### src/rtl/calc_pkg.sv
// Shared widths, opcode/state encodings and flag bit indices for the calculator tile.
// Build option CALC_DIV_EN adds the iterative divider (DIV/MOD); without it those ops are illegal.
package calc_pkg;

   localparam int unsigned DATA_W     = 16;
   localparam int unsigned OP_W       = 4;
   localparam int unsigned ITER       = 16;
   localparam int unsigned CNT_W      = 4;
   localparam int unsigned FLAG_ERR   = 1;
   localparam int unsigned FLAG_CARRY = 0;

   localparam logic [CNT_W-1:0] CNT_LAST = CNT_W'(ITER - 1);

   typedef enum logic [OP_W-1:0] {
      OP_ADD = 4'd0,
      OP_SUB = 4'd1,
      OP_AND = 4'd2,
      OP_OR  = 4'd3,
      OP_XOR = 4'd4,
      OP_SHL = 4'd5,
      OP_SHR = 4'd6,
      OP_MUL = 4'd7,
      OP_DIV = 4'd8,
      OP_MOD = 4'd9
   } op_t;

   typedef enum logic [1:0] {
      ST_IDLE,
      ST_EXEC,
      ST_OUT_HI,
      ST_OUT_LO
   } state_t;

   // Ops that run the 16-step iterative unit instead of the single-cycle ALU.
   function automatic logic is_iter_op(input logic [OP_W-1:0] o);
`ifdef CALC_DIV_EN
      return (o == OP_MUL) || (o == OP_DIV) || (o == OP_MOD);
`else
      return (o == OP_MUL);
`endif
   endfunction

endpackage

### src/rtl/calc_iter.sv
// Iterative 16-step shift-add multiplier and (with CALC_DIV_EN) restoring divider.
// Both share one 32-bit accumulator: {high/remainder, low/quotient}.
module calc_iter
   import calc_pkg::*;
(
   input  logic              clk_i,
   input  logic              rst_i,
   input  logic              load_i,
   input  logic              step_i,
`ifdef CALC_DIV_EN
   input  logic              div_i,
   input  logic              rem_i,
`endif
   input  logic [DATA_W-1:0] a_i,
   input  logic [DATA_W-1:0] b_i,
   output logic [DATA_W-1:0] result_o,
   output logic              hi_nz_o,
   output logic              dbz_o
);

   logic [2*DATA_W-1:0] acc_q, acc_d;
   logic [DATA_W-1:0]   opnd_q, opnd_d;
   logic [DATA_W:0]     mul_sum;
`ifdef CALC_DIV_EN
   logic                div_q, div_d;
   logic                rem_q, rem_d;
   logic [DATA_W:0]     shifted;
   logic [DATA_W:0]     trial;
`endif

   always_ff @(posedge clk_i) begin
      if (rst_i) begin
         acc_q  <= '0;
         opnd_q <= '0;
`ifdef CALC_DIV_EN
         div_q  <= 1'b0;
         rem_q  <= 1'b0;
`endif
      end else begin
         acc_q  <= acc_d;
         opnd_q <= opnd_d;
`ifdef CALC_DIV_EN
         div_q  <= div_d;
         rem_q  <= rem_d;
`endif
      end
   end

   always_comb begin
      acc_d   = acc_q;
      opnd_d  = opnd_q;
      mul_sum = {1'b0, acc_q[2*DATA_W-1:DATA_W]} + (acc_q[0] ? {1'b0, opnd_q} : '0);
`ifdef CALC_DIV_EN
      div_d   = div_q;
      rem_d   = rem_q;
      // Partial remainder shifted left with the next dividend bit, then trial-subtracted.
      shifted = acc_q[2*DATA_W-1:DATA_W-1];
      trial   = shifted - {1'b0, opnd_q};
      if (load_i) begin
         div_d = div_i;
         rem_d = rem_i;
         if (div_i) begin
            acc_d  = {{DATA_W{1'b0}}, a_i};
            opnd_d = b_i;
         end else begin
            acc_d  = {{DATA_W{1'b0}}, b_i};
            opnd_d = a_i;
         end
      end else if (step_i) begin
         if (div_q) begin
            if (!trial[DATA_W])
               acc_d = {trial[DATA_W-1:0], acc_q[DATA_W-2:0], 1'b1};
            else
               acc_d = {shifted[DATA_W-1:0], acc_q[DATA_W-2:0], 1'b0};
         end else begin
            acc_d = {mul_sum, acc_q[DATA_W-1:1]};
         end
      end
`else
      if (load_i) begin
         acc_d  = {{DATA_W{1'b0}}, b_i};
         opnd_d = a_i;
      end else if (step_i) begin
         acc_d = {mul_sum, acc_q[DATA_W-1:1]};
      end
`endif
   end

`ifdef CALC_DIV_EN
   assign result_o = (div_q && rem_q) ? acc_q[2*DATA_W-1:DATA_W] : acc_q[DATA_W-1:0];
   assign dbz_o    = div_q && (opnd_q == '0);
`else
   assign result_o = acc_q[DATA_W-1:0];
   assign dbz_o    = 1'b0;
`endif
   assign hi_nz_o  = |acc_q[2*DATA_W-1:DATA_W];

endmodule

### src/rtl/calc_sequencer.sv
// Calculator tile sequencer: accepts an operand pair + opcode, runs the ALU or iterative unit,
// and returns the 16-bit result high byte first over valid/ack. CALC_DIV_EN enables DIV/MOD.
module calc_sequencer
   import calc_pkg::*;
(
   input  logic              clock,
   input  logic              reset,
   input  logic [DATA_W-1:0] num1,
   input  logic [DATA_W-1:0] num2,
   input  logic [OP_W-1:0]   op,
   input  logic              start,
   input  logic              ack,
   output logic [7:0]        out,
   output logic              out_valid,
   output logic [1:0]        flags,
   output logic              busy
);

   state_t            state_q, state_d;
   logic [DATA_W-1:0] a_q, b_q;
   logic [OP_W-1:0]   op_q;
   logic [CNT_W-1:0]  cnt_q, cnt_d;
   logic [DATA_W-1:0] res_q, res_d, alu_res, iter_res, res_out;
   logic [1:0]        flg_q, flg_d, alu_flg, flg_out;
   logic [DATA_W:0]   add_w, sub_w;
   logic              accept, iter_op, step, hi_nz, dbz;

   assign accept  = (state_q == ST_IDLE) && start;
   assign iter_op = is_iter_op(op_q);
   assign step    = (state_q == ST_EXEC) && iter_op;

   calc_iter u_iter (
      .clk_i    (clock),
      .rst_i    (reset),
      .load_i   (accept),
      .step_i   (step),
`ifdef CALC_DIV_EN
      .div_i    ((op == OP_DIV) || (op == OP_MOD)),
      .rem_i    (op == OP_MOD),
`endif
      .a_i      (num1),
      .b_i      (num2),
      .result_o (iter_res),
      .hi_nz_o  (hi_nz),
      .dbz_o    (dbz)
   );

   always_ff @(posedge clock) begin
      if (reset) state_q <= ST_IDLE;
      else       state_q <= state_d;
   end

   always_ff @(posedge clock) begin
      if (reset) begin
         a_q   <= '0;
         b_q   <= '0;
         op_q  <= '0;
         cnt_q <= '0;
         res_q <= '0;
         flg_q <= '0;
      end else begin
         if (accept) begin
            a_q  <= num1;
            b_q  <= num2;
            op_q <= op;
         end
         cnt_q <= cnt_d;
         res_q <= res_d;
         flg_q <= flg_d;
      end
   end

   always_comb begin
      state_d = state_q;
      case (state_q)
         ST_IDLE:   if (start) state_d = ST_EXEC;
         ST_EXEC:   if (!iter_op || (cnt_q == CNT_LAST)) state_d = ST_OUT_HI;
         ST_OUT_HI: if (ack) state_d = ST_OUT_LO;
         ST_OUT_LO: if (ack) state_d = ST_IDLE;
         default:   state_d = ST_IDLE;
      endcase
   end

   always_comb begin
      cnt_d = cnt_q;
      if (accept)    cnt_d = '0;
      else if (step) cnt_d = cnt_q + 1'b1;
   end

   // Single-cycle ALU; borrow of the 17-bit subtract is exactly A<B.
   always_comb begin
      add_w   = {1'b0, a_q} + {1'b0, b_q};
      sub_w   = {1'b0, a_q} - {1'b0, b_q};
      alu_res = '0;
      alu_flg = '0;
      case (op_q)
         OP_ADD: begin alu_res = add_w[DATA_W-1:0]; alu_flg[FLAG_CARRY] = add_w[DATA_W]; end
         OP_SUB: begin alu_res = sub_w[DATA_W-1:0]; alu_flg[FLAG_CARRY] = sub_w[DATA_W]; end
         OP_AND: alu_res = a_q & b_q;
         OP_OR:  alu_res = a_q | b_q;
         OP_XOR: alu_res = a_q ^ b_q;
         OP_SHL: alu_res = a_q << b_q[3:0];
         OP_SHR: alu_res = a_q >> b_q[3:0];
         default: alu_flg[FLAG_ERR] = 1'b1;
      endcase
      res_d = res_q;
      flg_d = flg_q;
      if ((state_q == ST_EXEC) && !iter_op) begin
         res_d = alu_res;
         flg_d = alu_flg;
      end
   end

   // Iterative results are read straight from the unit, which holds still once stepping ends.
   always_comb begin
      res_out = res_q;
      flg_out = flg_q;
      if (iter_op) begin
         flg_out = '0;
         if (dbz) begin
            res_out            = '1;
            flg_out[FLAG_ERR]  = 1'b1;
         end else begin
            res_out              = iter_res;
            flg_out[FLAG_CARRY]  = (op_q == OP_MUL) && hi_nz;
         end
      end
   end

   always_comb begin
      busy      = (state_q != ST_IDLE);
      out_valid = (state_q == ST_OUT_HI) || (state_q == ST_OUT_LO);
      out       = '0;
      if (state_q == ST_OUT_HI)      out = res_out[DATA_W-1:8];
      else if (state_q == ST_OUT_LO) out = res_out[7:0];
      flags     = out_valid ? flg_out : '0;
   end

endmodule

### config.mk
export PLATFORM = sky130hd
export DESIGN_NAME = calc_sequencer
export DESIGN_NICKNAME = d
export VERILOG_FILES = /design/src/rtl/calc_pkg.sv /design/src/rtl/calc_iter.sv /design/src/rtl/calc_sequencer.sv
export SDC_FILE = /design/constraint.sdc
export NUM_CORES = 1
export LEC_CHECK = 0
export CAP_MARGIN = 0
export CORE_UTILIZATION = 56
export DETAILED_ROUTE_END_ITERATION = 10
export PLACE_DENSITY = 0.79
export SETUP_SLACK_MARGIN = 0.05
export SYNTH_ARGS = -nofsm -noshare
export SYNTH_HDL_FRONTEND = slang
export SYNTH_SLANG_ARGS = --single-unit
### constraint.sdc
create_clock -name clock -period 2.8 [get_ports clock]
set_clock_uncertainty 0.2 [all_clocks]
set_input_delay 0.84 -clock clock [delete_from_list [all_inputs] [get_ports clock]]
set_output_delay 0.84 -clock clock [all_outputs]
set_load 0.02 [all_outputs]
==> flow_summary_export.csv <==
group,metric,value,unit
status,outcome,"completed",
setup_path,worst_path_max_delay_cell,"dfxtp_2",
clock_tree,clk_pin_slew,80,ps
floorplanning,ios,52,
timing,setup_viol_count_final,0,
synth,ys_types,83,
floorplanning,die_h,125,um
clock_tree,worstSkewPairLatency,360,ps
global_route,grt_pass1_vias,8335,
global_route,grtUsageMet1,47.1,%
floorplanning,rows,44,
routing,num_vias,9216,
setup_path,path_delay_family,"buffers and inverters",
setup_path,critPathBufInv,2,
routing,post_drt_wl_per_cell,20.6,um
setup_path,cpPeakStageDelay,320,ps
timing,finalCritPeriodShare,98.4,%
finish,area_growth,22.8,%
setup_path,cp-start-kind,"flip-flop",
floorplanning,dieArea,0.0157,mm^2
clock_tree,htree_levels,3,
clock_tree,clock_sinks,92,
finish,final_nets,1349,
finish,fin_cells,1422,
place,io_buffers,51,
floorplanning,design.core.area,0.0147,mm^2
place,placedCellCount,1390,
global_route,grt_pass1_wl,44800,um
clock_tree,numCtsBuffers,9,
global_route,grt_max_degree,69,
clock_tree,cts_root_buf,"clkbuf_16",
flow_run,drv_cap,0,
pwr,power,6.80,mW
place,place_ws,-96.5,ps
synth,syn_area_per_cell,7.57,um^2
synth,ys_ff_latch,92,
global_route,antenna_found_initial,0,
clock_tree,cts_tree,"done",
timing,rsz0062_at_grt,"yes",
finish,drive_gt1_share,20.8,%
global_route,overflow,0,
place,gp_congestion,1.05,
routing,drt-total-wl,29300,um
hold_path,hold_class,"reg -> reg",
synth,syn_nets,1241,
clock_tree,ctsHoldBuffers,0,
routing,drc,0,
timing,fin_crit,2760,ps
timing,setup_tns,0,ps
global_route,use_met3,7.96,%
synth,yosys_warnings,0,
setup_path,crit_type,"reg -> out",
timing,timing.final.ws_setup,43.8,ps
floorplanning,fp.dieW,125,um
timing,slew_headroom,62.5,%
routing,firstDrtPassIters,8,
routing,drtAntennaViolNets,0,
synth,syn_inst,1125,
global_route,track_usage,36.4,%
floorplanning,start_util,57.9,%
timing,maxSlewViolCount,0,
finish,final_common_cell,"nand2_1",
finish,seqCellArea,0.00186,mm^2
timing,hold_violations,0,
timing,tightest_slew,561,ps
setup_path,crit_required,1760,ps
global_route,met2_usage,57.0,%
pwr,p_per_area,650,mW/mm^2
setup_path,path_cells,"nand4b_1, buf_12, mux2_4, nand2_2, o21ai_1, buf_4",
routing,drtIter0Drc,1075,
setup_path,endpoint_kind,"primary output",
pwr,vdd_ir_drop_max,381,uV
finish,n_antenna_cell,0,
synth,synth_area,0.00852,mm^2
timing,fmax,363,MHz
global_route,busiest_layer,"met2",
synth,synth_ff_type,"dfxtp_1",
finish,nFillCells,1160,
clock_tree,cts.path.max_buffers,2,
finish,multi_input_area,0.00637,mm^2
finish,mostFrequentLayoutCells,"180 x nand2_1, 118 x buf_4, 110 x a21oi_1",
setup_path,arrival,1720,ps
synth,synth_edf_count,0,
pwr,p_leak,4.26,nW
setup_path,critPathMaxFanout,11,
place,dp_hpwl,21500,um
synth,ys_seq_area_share,21.6,%
timing,holdWs,265,ps
routing,via_per_inst,6.48,
synth,synth-async-reset-ratio,0,%
-- worst register-to-register path: cells and delay by family (launching register included) --
family	cells	cell delay, ps
fa+ha+maj	2	510
compound gates	5	1110
simple gates	3	440
flops	1	380
-- state kept, by name (all words and copies together) (netlist names) --
name	count
u_iter.opnd_q	16
cnt_q	4
op_q	4
u_iter.acc_q	32
b_q	16
res_q	16
flg_q	2
state_q	2
-- Yosys cell counts (all sizes together) (13+ instances only) --
master	number	area share [%]
a211oi	20	1.8
a21oi	112	6.6
a311oi	21	2.2
and2	22	1.6
buf	38	2.9
clkbuf	37	1.6
dfxtp	92	22
ha	73	11
inv	59	2.6
mux2	13	1.7
mux2i	43	5.1
mux4	14	3.7
nand2	186	8.2
nand3	27	1.6
nor2	105	4.7
nor3	23	1.4
o21ai	46	2.7
-- layout make-up --
cell class / count / area share [%]
clock buffers: 12 / 2.36
well taps: 184 / 2.20
inverters: 59 / 2.14
multi-input cells: 899 / 60.9
clock inverters: 4 / 0.527
flip-flops and latches: 92 / 17.8
repair buffers: 172 / 14.0
-- power breakdown --
group,switching (mW),internal [mW],leakage [nW]
clock network,0.581,0.726,0.144
registers,0.222,1.51,0.755
logic,2.21,1.55,3.37
-- cell families after synthesis --
| group | count (synthesis) | synth area share [%] |
|---|---|---|
| XOR/XNOR | 13 | 1.34 |
| AO/OA/AOI/OAI | 312 | 24.9 |
| adder cells (fa/ha/maj) | 76 | 11.4 |
| buffers and inverters | 134 | 7.11 |
| AND/OR/NAND/NOR | 428 | 23.1 |
| multiplexers | 70 | 10.5 |
| flip-flops | 92 | 21.6 |
-- routing by layer --
metal	share of wire [%]	wire length [um]
met5	0	0
met3	10	3050
met2	45	13200
met4	5.1	1500
met1	39	11600
-- final timing paths --
kind | depth (start not counted) | to | startpoint | slack, ps
hold / removal | 2 | res_q[0] | res_q[0] | 260
setup reg to reg | 10 | u_iter.acc_q[29] | u_iter.opnd_q[0] | 50
hold reg to reg | 2 | res_q[0] | res_q[0] | 260
setup / recovery | 6 | out[2] | op_q[3] | 40
-- through the flow --
step                      cell area [um^2]  util, %
after floorplan                       8530        -
after global placement                9710     66.0
after detailed placement              9710     66.0
after CTS                            10100     68.6
after global routing                 10500     71.1
final                                10500     71.1
-- repair_timing --
action                     4_1_cts  5_1_grt
buffers inserted                 5        9
pin swaps                       15       26
resized for setup               57       81
setup endpoints to repair       20       31
cloned                           0        2
No activity file was read; power rests on OpenSTA's default activity.
